### src/rtl/traffic_display_pkg.sv
// Shared types and constants for the light countdown display: phase encoding,
// seven-segment patterns (active-high gfedcba) and binary-to-BCD conversion.
package traffic_display_pkg;

  localparam int COUNT_W = 7;

  typedef enum logic [1:0] {
    PH_GREEN,
    PH_YELLOW,
    PH_RED,
    PH_NONE
  } phase_t;

  localparam logic [6:0] SEG_BLANK = 7'h00;
  localparam logic [6:0] SEG_DASH  = 7'h40;

  // Index 0 is the least significant element, so the list runs 9 down to 0.
  localparam logic [9:0][6:0] SEG_DIGITS = {
    7'h6F, 7'h7F, 7'h07, 7'h7D, 7'h6D, 7'h66, 7'h4F, 7'h5B, 7'h06, 7'h3F
  };

  function automatic phase_t decode_phase(input logic red0, input logic yellow0,
                                          input logic green0);
    phase_t ph;
    if (green0)       ph = PH_GREEN;
    else if (yellow0) ph = PH_YELLOW;
    else if (red0)    ph = PH_RED;
    else              ph = PH_NONE;
    return ph;
  endfunction

  // Compare-subtract split of a value 0..99 into {tens, ones}.
  function automatic logic [7:0] bin_to_bcd(input logic [COUNT_W-1:0] value);
    logic [COUNT_W-1:0] rem;
    logic [3:0]         tens;
    rem  = value;
    tens = 4'd0;
    for (int i = 9; i >= 1; i--) begin
      if (tens == 4'd0 && rem >= COUNT_W'(10 * i)) begin
        tens = 4'(i);
        rem  = rem - COUNT_W'(10 * i);
      end
    end
    return {tens, rem[3:0]};
  endfunction

endpackage

### src/rtl/light_countdown_display_seg7_decoder.sv
// Combinational BCD to seven-segment decoder; dash overrides blank, blank
// overrides the digit, and out-of-range codes show blank.
module seg7_decoder
  import traffic_display_pkg::*;
(
  input  logic [3:0] bcd,
  input  logic       blank,
  input  logic       dash,
  output logic [6:0] seg
);

  always_comb begin
    seg = SEG_BLANK;
    if (dash)
      seg = SEG_DASH;
    else if (!blank && bcd <= 4'd9)
      seg = SEG_DIGITS[bcd];
  end

endmodule

### src/rtl/light_countdown_display.sv
// Tracks road 0's lamp phase, counts down remaining light steps and scans the
// count onto a two-digit seven-segment display. Define FAULT_DETECT_EN to add
// the sticky illegal-lamp checker.
module light_countdown_display
  import traffic_display_pkg::*;
#(
  parameter int GREEN_STEPS  = 6,
  parameter int YELLOW_STEPS = 2,
  parameter int REFRESH_DIV  = 1000
) (
  input  logic       clk,
  input  logic       reset,
  input  logic [1:0] red_light,
  input  logic [1:0] yellow_light,
  input  logic [1:0] green_light,
  input  logic       step,
  output logic [6:0] seg,
  output logic [1:0] digit_sel,
  output logic       fault
);

  localparam int SCAN_W = $clog2(REFRESH_DIV);
  localparam logic [SCAN_W-1:0] SCAN_LAST = SCAN_W'(REFRESH_DIV - 1);

  logic [5:0]         lights;
  logic [5:0]         lights_q;
  phase_t             phase;
  logic [COUNT_W-1:0] load_value;
  logic [COUNT_W-1:0] count_reg, count_next;
  logic [SCAN_W-1:0]  scan_reg, scan_next;
  logic [1:0]         digit_sel_reg, digit_sel_next;
  logic [6:0]         seg_reg, seg_next;
  logic               fault_reg;
  logic               freeze;
  logic [7:0]         bcd;
  logic [3:0]         digit_bcd;
  logic               digit_blank;

  assign lights = {red_light, yellow_light, green_light};
  assign phase  = decode_phase(red_light[0], yellow_light[0], green_light[0]);

  always_comb begin
    load_value = '0;
    case (phase)
      PH_GREEN:  load_value = COUNT_W'(GREEN_STEPS);
      PH_YELLOW: load_value = COUNT_W'(YELLOW_STEPS);
      PH_RED:    load_value = COUNT_W'(GREEN_STEPS + YELLOW_STEPS);
      default:   load_value = '0;
    endcase
  end

`ifdef FAULT_DETECT_EN
  logic [1:0] road_bad;
  logic       illegal;

  for (genvar gi = 0; gi < 2; gi++) begin : g_road
    logic [1:0] lit_cnt;
    assign lit_cnt      = 2'(red_light[gi]) + 2'(yellow_light[gi]) + 2'(green_light[gi]);
    assign road_bad[gi] = (lit_cnt != 2'd1);
  end

  assign illegal = (|road_bad) || (red_light == 2'b00);
  // The sampling edge of an illegal value already freezes the count.
  assign freeze  = fault_reg | illegal;

  always_ff @(posedge clk or negedge reset) begin
    if (!reset) fault_reg <= 1'b0;
    else        fault_reg <= fault_reg | illegal;
  end
`else
  assign fault_reg = 1'b0;
  assign freeze    = 1'b0;
`endif

  // A lamp change reloads even when step is high in the same cycle.
  always_comb begin
    count_next = count_reg;
    if (!freeze) begin
      if (lights != lights_q)
        count_next = load_value;
      else if (step && count_reg > COUNT_W'(1))
        count_next = count_reg - COUNT_W'(1);
    end
  end

  always_comb begin
    scan_next      = scan_reg + SCAN_W'(1);
    digit_sel_next = digit_sel_reg;
    if (scan_reg == SCAN_LAST) begin
      scan_next      = '0;
      digit_sel_next = ~digit_sel_reg;
    end
  end

  // Segments are computed for the digit being enabled on the same edge.
  assign bcd         = bin_to_bcd(count_reg);
  assign digit_bcd   = digit_sel_next[1] ? bcd[7:4] : bcd[3:0];
  assign digit_blank = (count_reg == '0) || (digit_sel_next[1] && bcd[7:4] == 4'd0);

  seg7_decoder u_seg7_decoder (
    .bcd   (digit_bcd),
    .blank (digit_blank),
    .dash  (fault_reg),
    .seg   (seg_next)
  );

  always_ff @(posedge clk or negedge reset) begin
    if (!reset) begin
      lights_q      <= 6'b0;
      count_reg     <= '0;
      scan_reg      <= '0;
      digit_sel_reg <= 2'b01;
      seg_reg       <= SEG_BLANK;
    end else begin
      lights_q      <= lights;
      count_reg     <= count_next;
      scan_reg      <= scan_next;
      digit_sel_reg <= digit_sel_next;
      seg_reg       <= seg_next;
    end
  end

  assign seg       = seg_reg;
  assign digit_sel = digit_sel_reg;
  assign fault     = fault_reg;

endmodule
### config.mk
export PLATFORM = sky130hd
export DESIGN_NAME = light_countdown_display
export DESIGN_NICKNAME = d
export VERILOG_FILES = /design/src/rtl/traffic_display_pkg.sv /design/src/rtl/light_countdown_display_seg7_decoder.sv /design/src/rtl/light_countdown_display.sv
export SDC_FILE = /design/constraint.sdc
export NUM_CORES = 1
export LEC_CHECK = 0
export ABC_AREA = 1
export CAP_MARGIN = 20
export CORE_MARGIN = 1.5
export CORE_UTILIZATION = 61
export CTS_CLUSTER_DIAMETER = 150
export DETAILED_ROUTE_END_ITERATION = 6
export GPL_TIMING_DRIVEN = 0
export HOLD_SLACK_MARGIN = 0.08
export PLACE_DENSITY = 0.82
export SYNTH_ARGS = -nofsm -noshare
export SYNTH_HDL_FRONTEND = slang
export SYNTH_SLANG_ARGS = --single-unit
### constraint.sdc
create_clock -name clk -period 8.5 [get_ports clk]
set_input_delay 1.275 -clock clk [delete_from_list [all_inputs] [get_ports clk]]
set_output_delay 1.275 -clock clk [all_outputs]
set_load 0.01 [all_outputs]
Word level (Yosys, flattened, before mapping)
Memories as Yosys holds them, arrays and structs flattened.
Index checks and enable logic that the tools add are counted.
Operators by class
  add/sub/neg operators: 11
  order comparisons: 12
  equal/unequal tests: 4
  muxes and demuxes: 29
  bitwise operators: 1
  reduce and logical (&&, ||, !) cells: 25
Operator list (number)
  7-bit two-way mux: 12
  4-bit two-way mux: 11
  4-bit zero test: 9
  7-bit by 6-bit >= comparator with 1-bit output, second input constant: 3
  7-bit >= comparator, second input constant: 3
  7-bit by 6-bit subtractor with 7-bit output, second input constant: 3
  7-bit subtractor, second input constant: 3
  7-bit by 5-bit >= comparator with 1-bit output, second input constant: 2
  7-bit by 5-bit subtractor with 7-bit output, second input constant: 2
  4-bit case mux with 3 select lines: 1
  1-bit logical AND: 11
  10-bit by 1-bit adder with 10-bit output, second input constant: 1
  10-bit == test, second input constant: 1
  10-bit two-way mux: 1
  7-bit by 4-bit >= comparator with 1-bit output, second input constant: 1
  7-bit by 1-bit > comparator with 1-bit output, second input constant: 1
  7-bit zero test: 1
  7-bit by 1-bit subtractor with 7-bit output, second input constant: 1
  2-bit two-way mux: 3
  6-bit != test: 1
  4-bit by 5-bit less-than comparator with 1-bit output, second input constant: 1
  4-bit <= comparator, second input constant: 1
  4-bit subtractor, second input constant: 1
  2-bit by 1-bit == test with 1-bit output, second input constant: 1
  7 further kinds: 7
Word-level totals
  register bits: 32
  memory bits (read-only): 112
  input bits: 9
  output and inout port bits: 10
  word-level logic and storage cells: 89
  memories: 1
Memory list
  (no name shown): words 16, bits a word 7, rd ports 1, clocked after memory_dff 0, write ports 0, RTL line light_countdown_display_seg7_decoder.sv:17  | seg = SEG_DIGITS[bcd];

Logic depth before layout (Yosys ltp)
  word-level depth: 32
  gate-level depth with buffers: 66
  gate-level depth less buffers: 66

Modules after synthesis
From an unflattened synthesis, not the netlist that was laid out.
Unflattened totals
  cell total of the unflattened synthesis: 422
  area total of the unflattened synthesis: 2971.6 um^2
By module, submodules not included
  light_countdown_display: times used 1, cells an instance 382, area each 2738.9 um^2, seq. area each 802.0 um^2
  seg7_decoder: times used 1, cells an instance 40, area each 232.7 um^2, seq. area each 0.0 um^2

Least setup slack after synthesis
Ideal clock, no wire load.
  path type: register to register
  start: reg count_reg[1]
  end: reg seg_reg[0], in the netlist seg[0]
  library setup time: 120 ps
  arrival: 6303 ps
  data required time: 8380 ps
  path slack: 2077 ps
  cell stages (with the launch flop): 63
  path buffers: 0
  clock period less this slack: 6423 ps
  cells stage by stage: dfrtp_1 inv_1 ha_1 inv_1 nand3_1 nand3_4 nand2_4 nand2_1 nand2_1 ha_1 inv_1 nand3_2 nand2_2 nor2_8 o21ai_2 nand3_2 nand2_2 nand2_4 (+27 left out) nand2_1 inv_1 ha_1 nand2_1 nand2_1 nand2_1 nand2_2 nand2_1 nor2_1 a21oi_1 inv_1 ha_1 inv_1 nand2_1 nand3_1 nand2_2 nand2_2 nor2_1
Between the ends
  longest elaborated chain between the ends: 32
  elaborated cells on any way between the ends: 63
  classes of those cells: add/sub (9); order compare (10); mux (21); reduce/logical (22); memory (1)
Ends and longest elaborated chain
  start: declaration: RTL line light_countdown_display.sv:29  | logic [COUNT_W-1:0] count_reg, count_next;
  start signal: assignment: RTL line light_countdown_display.sv:116  | count_reg <= count_next;
  branches (longest 31 deep; another with 7-bit subtractor)
  7-bit two-way mux *: RTL line light_countdown_display_seg7_decoder.sv:16  | else if (!blank && bcd <= 4'd9)
  named net seg_next[0]: RTL line light_countdown_display.sv:32  | logic [6:0] seg_reg, seg_next;
  end signal: assignment: RTL line light_countdown_display.sv:119  | seg_reg <= seg_next;
  end: declaration: RTL line light_countdown_display.sv:32
Mark *: on every way through the listed nets, which the timed path passes. The select of a mux whose other input is x is not followed.
A chain may end at the register's enable or synchronous reset.

Worst setup path after layout
  start: reg count_reg[1]
  end: reg seg_reg[3], in the netlist seg[3]
Same word-level chain as after synthesis.

==> impl_metrics.toml <==
[synth]
synth_cells = 437
synth_edf_count = 0
synth_mux_area_share_pct = 0
synth_top_family_by_area = "simple AND/OR/NAND/NOR gates"
synth.avg_cell_area_sq_um = 7.009
synth-compound-area-share_pct = 8.619
ys_seq_area_share_pct = 26.18
synth_flop_cell = "dfrtp_1"
synth.cell_area_sq_um = 3063
synthXorXnorAreaFrac_pct = 3.676
synth.distinct_cells = 41
yosys_warnings = 0
synth_seq_cells = 32
syn_nets = 468
async_flop_share_pct = 100.0
synth_adder_area_share_pct = 8.987
yosysTopAreaCellShare_pct = 25.33
yosys.area.top_type = "dfrtp_1"
ys_top_cells_by_area = "dfrtp_1, nand2_1, ha_1"
synth-simple-area-share_pct = 42.73

[clock_network]
cts.clk_slew.worst_paths_ns = 0.07
clock_latency_ns = 0.28
cts.sink_count = 32
clockBufferDepth = 2
cts_root_buf = "clkbuf_8"
hold_buffers = 0
cts_tree = "built"
htreeDepth = 2
post_cts_resized = 0
numCtsBuffers = 5
postCtsSetupBuffers = 0

[pwr]
total_power_w = 0.0004159
p_leak_nw = 1.904
p_per_area_nw_per_um2 = 120.1
irDropWorstVdd_uv = 94.70

[route]
detail_route.iter0.violations = 220
wl_per_cell_um = 11.15
wl_um = 5919
drc = 0
drt_pass1_iterations = 5
viasPerCell = 5.154
postRouteAntennaNets = 0
vias = 2737

[sta]
rsz0062_at_grt = "no"
fmax_mhz = 134.4
fin_setup_tns_ns = 0
slew_violations = 0
final_hold_viol_count = 0
setup_viol = 0
max_slew_margin_pct = 47.28
hold_slack_ns = 0.4654
layout_setup_ws_ns = 1.059
tightest_slew_ns = 0.7884
clock_skew_ns = 0.006678
period_minus_slack_ns = 7.441
finalCritPeriodShare_pct = 87.54

[worst_setup_path]
path_max_fanout = 9
worstSetupPathType = "reg -> reg"
cp-start-kind = "flop"
worstPathRequired_ns = 8.67
cpMostUsedCell = "nand2_1"
cpPeakStageDelay_ns = 0.44
cp-end-kind = "flop"
slowest_stage = "dfrtp_1"
critPathArrivalTime_ns = 7.61

[floorplan]
core_sq_um = 4786
io_pins = 19
rows = 25
die_h_um = 73.86
die_w_um = 73.86
die_area_sq_um = 5455
start_util_pct = 64.00

[cells_and_area]
final_cells = 531
seq_area_sq_um = 802.0
area_growth_pct = 13.07
drive_above_1_share_pct = 18.10
largest_register_ffs = 10
multiInputGateArea_sq_um = 1964
fin_nets = 494
insertedDiodeCount = 0
fill_cells = 408

[placement]
gp_congestion = 0.8577
dp_hpwl_um = 4766
place_inst = 523
portBuffers = 17
place_ws_ns = 1.083

[hold_path]
hold_path_class = "reg -> reg"

[global_routing]
grt_pass1_wl_um = 10520
grt.total_usage_pct = 23.92
grt_overflow = 0
grt_pass1_vias = 2558
grt_max_degree = 18
antenna_found_initial = 0

[run_status]
status = "finished, final reports clean"

[job]
cap_violations = 0
## final cells by class
cell class	count	area share (%)
flip-flops and latches	32	23.16
well taps	67	2.421
clock buffers	7	2.782
multi-input cells	330	56.72
plain buffers	3	0.7587
inverters	72	7.803
repair buffers	19	5.491
clock inverters	1	0.8671
## power by group
| group | total (W) | switching [W] | leakage, nW | internal, W |
|---|---|---|---|---|
| clock | 0.000159 | 0.0000555 | 0.0645 | 0.000103 |
| combinational | 0.0000910 | 0.0000514 | 1.45 | 0.0000396 |
| sequential | 0.000166 | 0.00000373 | 0.390 | 0.000162 |
## logic make-up after synthesis
group,count (synthesis)
compound gates,39
xor+xnor,12
fa+ha+maj,22
buf+inv,75
flops,32
other cells,1
simple gates,256
## placed cells by master, fill, tap and decap left out, types with 2 or more instances in the layout
| master | netlist | final |
|---|---|---|
| nand3b_1 | 3 | 3 |
| inv_2 | 15 | 15 |
| o21ai_0 | 7 | 7 |
| nand2_4 | 7 | 7 |
| nor3_1 | 3 | 3 |
| xnor2_1 | 2 | 2 |
| nand4_1 | 6 | 6 |
| or2_2 | 2 | 2 |
| buf_4 | 2 | 2 |
| dfrtp_1 | 31 | 31 |
| inv_1 | 57 | 57 |
| xor2_1 | 9 | 9 |
| nand2_2 | 22 | 22 |
| o21bai_1 | 2 | 2 |
| o21ai_2 | 3 | 3 |
| clkdlybuf4s50_1 | 0 | 17 |
| nand3_1 | 44 | 44 |
| ha_1 | 22 | 22 |
| nand3_4 | 3 | 3 |
| nand2_1 | 103 | 103 |
| nor4_1 | 2 | 2 |
| o21a_1 | 2 | 2 |
| clkbuf_8 | 0 | 7 |
| a31oi_1 | 4 | 4 |
| nor2_1 | 46 | 46 |
| o21ai_1 | 4 | 4 |
| nand3_2 | 7 | 7 |
| a21oi_1 | 9 | 9 |
| a21oi_4 | 2 | 2 |
| nor2_4 | 5 | 5 |
## critical path, delay by kind of cell (launching register included)
family / cells / cell delay, ns
buffers and inverters: 8 / 0.71
adders and majority gates: 6 / 1.31
AOI/OAI and AO/OA: 3 / 0.68
DFF: 1 / 0.44
and+or+nand+nor: 42 / 3.82
xor gates and xnor gates: 1 / 0.36
## metrics by stage
stage | utilization (%) | instance area [sq um]
global route | 72.37 | 3463
CTS | 72.37 | 3463
floorplan | - | 3063
global placement | 69.31 | 3317
detailed placement | 69.73 | 3337
finish | 72.37 | 3463
## synth_stat cells (3+ instances only)
library cell and number:
nand3_2 7, nand2_1 103, nand2_4 7, nor2_1 46
inv_2 15, inv_1 57, nand4_1 6, o21ai_1 4
dfrtp_1 31, ha_1 22, nor3_1 3, nand3_4 3
nand3b_1 3, o21ai_2 3, a31oi_1 4, nand2_2 22
xor2_1 9, nand3_1 44, nor2_4 5, a21oi_1 9
o21ai_0 7
## final timing paths
| path | from | to | slack, ns | depth (start not counted) |
|---|---|---|---|---|
| hold reg to reg | scan_reg[0] | scan_reg[0] | 0.47 | 1 |
| setup / recovery | count_reg[1] | seg[3] | 1.06 | 60 |
| min in group asynchronous | reset | count_reg[4] | 1.45 | 1 |
| max in group asynchronous | reset | seg[3] | 6.47 | 2 |
| setup reg to reg | count_reg[1] | seg[3] | 1.06 | 60 |
| hold / removal | scan_reg[0] | scan_reg[0] | 0.47 | 1 |
## layer usage
layer,track usage [%],share of wire [%],up-vias
li1,-,-,1441
met1,28.25,47,1259
met2,45.55,50,32
met3,2.469,2.1,5
met4,5.967,0.74,0
met5,0,0,-
Power figures use the tool's default switching activity.
==> edit 1, RTL diff (same settings) <==
The parameter `REFRESH_DIV` goes from 1000 to 250.
--- a/src/rtl/light_countdown_display.sv
+++ b/src/rtl/light_countdown_display.sv
@@ -6,7 +6,7 @@
 #(
   parameter int GREEN_STEPS  = 6,
   parameter int YELLOW_STEPS = 2,
-  parameter int REFRESH_DIV  = 1000
+  parameter int REFRESH_DIV  = 250
 ) (
   input  logic       clk,
   input  logic       reset,
Behaviour: same outputs for any inputs over 10 cycles, from zero or initial values and one cycle with reset low; that may be too few to reach the edited logic, so the function may still have changed.
==> edit 1 against the unedited design <==
Area after synthesis shrank 2.7%. Routed wire length shrank 5.3%. Sequential power shrank 5%. Sequential cell count shrank 2. Total power shrank 8.3%. Worst setup slack lost 0.041 ns. Synthesized cell count shrank 5.3%. Design area shrank 3.0%. Critical path type unchanged. Core utilization shrank 1.2 points. Via count shrank 4.8%. Largest cell class unchanged. First-iteration DRC count shrank 45%. Worst hold slack gained 0.034 ns. Fmax shrank 0.54%.
==> edit 1: results (changes against the unedited design) <==
* Outcome: completed (unchanged)
* GRT Overall Usage: 0.233 (was 0.239)
- Leading cell types by count after synthesis: sky130_fd_sc_hd__nand2_1 (84), sky130_fd_sc_hd__inv_1 (59), sky130_fd_sc_hd__nor2_1 (32), sky130_fd_sc_hd__nand3_1 (31) (was sky130_fd_sc_hd__nand2_1 (103), sky130_fd_sc_hd__inv_1 (57), sky130_fd_sc_hd__nor2_1 (46), sky130_fd_sc_hd__nand3_1 (44), sky130_fd_sc_hd__dfrtp_1 (31))
- Max_slew headroom: 0.450 (was 0.473)
- The proportion of layout cells with a drive suffix above 1 was 0.215 (was 0.181).
* Count of different cell masters after synthesis: 42 (was 41)
- The routing usage on met1 came to 0.266 (was 0.282).
* Max FFs per register: 8 (was 10)
- The net count of the mapped netlist is 446 (was 468).
- The post-placement cell area is 3270 sq um (was 3340 sq um).
* Worst-path fanout max: 8 (was 9)
- Global route total overflow: 0 (unchanged)
- Met2 track demand over resource: 0.427 (was 0.455)
- Final Wtd Congestion: 0.873 (was 0.858)
- VDD IR-drop max: 106 uV (was 94.7 uV)
- The sequential fraction of the synthesis area came to 0.252 (was 0.262).
- WP data arrival: 7.65 ns (was 7.61 ns)
- Maximum number of pins on one net before global-route repair: 23 (was 18)
- The layout net count came to 472 (was 494).
- Post-Route Skew: 0.00993 ns (was 0.00668 ns)
- The global-route wire length before repair was 9.92 mm (was 10.5 mm).
- DRC violation total after the first TritonRoute iteration: 122 (was 220)
* Via count of the first global-routing pass: 2480 (was 2558)
- Largest cells by area after synthesis: sky130_fd_sc_hd__dfrtp_1 (24%), sky130_fd_sc_hd__nand2_1 (11%), sky130_fd_sc_hd__ha_1 (9.7%) (was sky130_fd_sc_hd__dfrtp_1 (25%), sky130_fd_sc_hd__nand2_1 (13%), sky130_fd_sc_hd__ha_1 (9.0%)).
* LEAKAGE: 1.77 nW (was 1.90 nW)
- Async set-reset flop share out of synthesis: 1.00 (unchanged)
- DP Wirelength: 4.57 mm (was 4.77 mm)
[edit 1: per-layer routing]
layer	vias to the layer above	wire length [um]
met5	-	0
met4	0	146
met3	16	167
met2	51	2800
met1	1176	2490
li1	1363	-
[edit 1: final timing paths]
path	startpoint	to	slack, ns	cells after the start
setup / recovery	count_reg[1]	seg[2]	1.02	59
hold / removal	scan_reg[4]	scan_reg[4]	0.50	1
setup reg to reg	count_reg[1]	seg[2]	1.02	59
hold reg to reg	scan_reg[4]	scan_reg[4]	0.50	1
max in group asynchronous	reset	digit_sel[0]	6.63	2
min in group asynchronous	reset	lights_q[0]	1.33	1
[edit 1: area by class of cell]
type / instances / area share
multi-input combinational: 311 / 0.579
sequential: 30 / 0.224
inverter: 70 / 0.0782
timing repair buffer: 19 / 0.0603
tap: 67 / 0.0249
clock buffer: 6 / 0.0246
buffer: 3 / 0.00596
clock inverter: 2 / 0.00372
[edit 1: power by group]
part	total, W	switching, W	internal, W
clock	0.000119	0.0000537	0.0000649
sequential	0.000157	0.00000377	0.000154
combinational	0.000105	0.0000594	0.0000459
total	0.000381	0.000117	0.000264
[edit 1: worst max-delay path: cells and delay by family (launching register included)]
kind	cells	cell delay (ns)
buffers and inverters	7	0.77
XOR/XNOR	2	0.60
AND/OR/NAND/NOR	43	3.90
adder cells (fa/ha/maj)	6	1.32
AO/OA/AOI/OAI	1	0.36
flip-flops	1	0.43
[edit 1: stage by stage]
step                      hold slack (ns)  std cells   util  total power (W)
after global routing                0.520        508  0.712         0.000405
after CTS                           0.501        508  0.712         0.000386
after global placement              0.451        498  0.685         0.000261
after detailed placement            0.483        500  0.691         0.000266
after floorplan                     0.433        414      -         0.000228
final                               0.499        508  0.712         0.000381
[edit 1: kinds of logic after synthesis]
kind of cell | count (synthesis) | synth area share
AND/OR/NAND/NOR | 231 | 0.422
buffers and inverters | 73 | 0.0949
AO/OA/AOI/OAI | 42 | 0.0920
flip-flops | 30 | 0.252
adder cells (fa/ha/maj) | 23 | 0.0966
XOR/XNOR | 14 | 0.0412
other | 1 | 0.00126
==> edit 2, RTL diff (same settings) <==
Made on the original files. Add an input register stage for `step`; this delays it by one clock. The other inputs are not delayed to match. Comments in the files are not updated.
--- a/src/rtl/light_countdown_display.sv
+++ b/src/rtl/light_countdown_display.sv
@@ -21,6 +21,12 @@
 
   localparam int SCAN_W = $clog2(REFRESH_DIV);
   localparam logic [SCAN_W-1:0] SCAN_LAST = SCAN_W'(REFRESH_DIV - 1);
+
+  logic step_q;
+
+  always_ff @(posedge clk) begin
+    step_q <= step;
+  end
 
   logic [5:0]         lights;
   logic [5:0]         lights_q;
@@ -78,7 +84,7 @@
     if (!freeze) begin
       if (lights != lights_q)
         count_next = load_value;
-      else if (step && count_reg > COUNT_W'(1))
+      else if (step_q && count_reg > COUNT_W'(1))
         count_next = count_reg - COUNT_W'(1);
     end
   end
Behaviour: not the same (Yosys sat finds a counterexample within 4 cycles, from zero or initial values and one cycle with reset low).
==> edit 2 against the unedited design <==
Routed wire length grew 2.7%. Sequential cell count grew 1. Via count grew 3.4%. Non-clock buffer count is the same. Worst setup slack lost 0.25 ns. Area after synthesis grew 3.6%. Design area grew 2.6%. Total power grew 8.3%. Highest routed layer unchanged.
==> edit 2: results (changes against the unedited design) <==
* Outcome: completed (unchanged)
* Largest cells by area after synthesis: sky130_fd_sc_hd__dfrtp_1 (24%), sky130_fd_sc_hd__nand2_1 (12%), sky130_fd_sc_hd__ha_1 (8.7%) (was sky130_fd_sc_hd__dfrtp_1 (25%), sky130_fd_sc_hd__nand2_1 (13%), sky130_fd_sc_hd__ha_1 (9.0%))
- Layout net count: 505 (was 494)
- The highest ir drop seen on vdd was 113 uV (was 94.7 uV).
- The filler-free cell count of the finished design came to 545 (was 531).
- The total of fill cells in the finished design is 445 (was 408).
- The average via count per standard cell came to 5.19 (was 5.15).
- The detailed route wirelength on metal3 is 214 um (was 122 um).
* Average size of a mapped cell: 7.08 sq um (was 7.01 sq um)
- Max_slew headroom: 0.418 (was 0.473)
- Part of the total power dissipated in combinational logic: 0.350 (was 0.219)
* Global-route wire length before repair: 10.3 mm (was 10.5 mm)
- Count of different cell masters after synthesis: 42 (was 41)
- Pwr Total: 0.000450 W (was 0.000416 W)
* Worst slack at placement: 0.762 ns (was 1.08 ns)
- Wire length on met2: 2.87 mm (was 2.97 mm)
* Total iterations of the first detailed-routing run: 6 (was 5)
- The sequential fraction of the synthesis area came to 0.259 (was 0.262).
- Post-detailed-routing wire length: 6.08 mm (was 5.92 mm)
- The total routing usage reported by global routing came to 0.236 (was 0.239).
- DRC violation total after the first TritonRoute iteration: 135 (was 220)
* LEAKAGE: 1.93 nW (was 1.90 nW)
* Synthesized netlist net count: 479 (was 468)
* Placement-stage cell area: 3460 sq um (was 3340 sq um)
* R2r endpoint: seg[5] (was seg[3])
* Via count of the first global-routing pass: 2478 (was 2558)
* Clock network fraction of design power: 0.251 (was 0.382)
* Biggest cell delay along the critical path: 0.49 ns (was 0.44 ns)
* Met3 Track Usage GR: 0.0576 (was 0.0247)
- Hold slack final: 0.466 ns (was 0.465 ns)
* Post-synthesis xor/xnor area fraction: 0.0469 (was 0.0368)
- The placer congestion estimate was 0.838 (was 0.858).
- Post-Route Skew: 0.00525 ns (was 0.00668 ns)
* Fin crit period: 7.69 ns (was 7.44 ns)
* Compound-cell area share of the yosys netlist: 0.0710 (was 0.0862)
- The proportion of layout cells with a drive suffix above 1 was 0.187 (was 0.181).
- Async set-reset flop share out of synthesis: 0.970 (was 1.00)
- The register-to-register path setup slack is 0.81 ns (was 1.06 ns).
- Routed length on met1: 2.87 mm (was 2.78 mm)
* Leading cell types by count after synthesis: sky130_fd_sc_hd__nand2_1 (98), sky130_fd_sc_hd__inv_1 (62), sky130_fd_sc_hd__nand3_1 (49), sky130_fd_sc_hd__nor2_1 (34), sky130_fd_sc_hd__dfrtp_1 (31) (was sky130_fd_sc_hd__nand2_1 (103), sky130_fd_sc_hd__inv_1 (57), sky130_fd_sc_hd__nor2_1 (46), sky130_fd_sc_hd__nand3_1 (44), sky130_fd_sc_hd__dfrtp_1 (31))
- Global-route met1 utilization: 0.300 (was 0.282)
edit 2: final cells by class:
type                    instances  area (sq um)  share of cell area
multi-input cells             339          2060               0.579
inverters                      73           275              0.0775
well taps                      70          87.6              0.0246
clock buffers                   6          72.6              0.0204
flip-flops and latches         33           822               0.231
plain buffers                   3          26.3             0.00739
clock inverters                 2          10.0             0.00282
repair buffers                 19           203              0.0570
edit 2: logic make-up after synthesis:
logic type,after synthesis
XOR/XNOR,17
AND/OR/NAND/NOR,262
adder cells (fa/ha/maj),22
flip-flops,33
buffers and inverters,76
other,1
AO/OA/AOI/OAI,37
edit 2: worst max path at each step:
stage / startpoint / endpoint / slack [ns] / cells past startpoint
5_1_grt: count_reg[1] / seg[5] / 0.04 / 57
4_1_cts: count_reg[1] / seg[5] / 0.68 / 58
3_3_place_gp: count_reg[1] / seg[6] / 0.86 / 58
6_report: count_reg[1] / seg[5] / 0.81 / 58
3_5_place_dp: count_reg[1] / seg[5] / 0.76 / 58
2_1_floorplan: count_reg[1] / seg[0] / 1.73 / 58
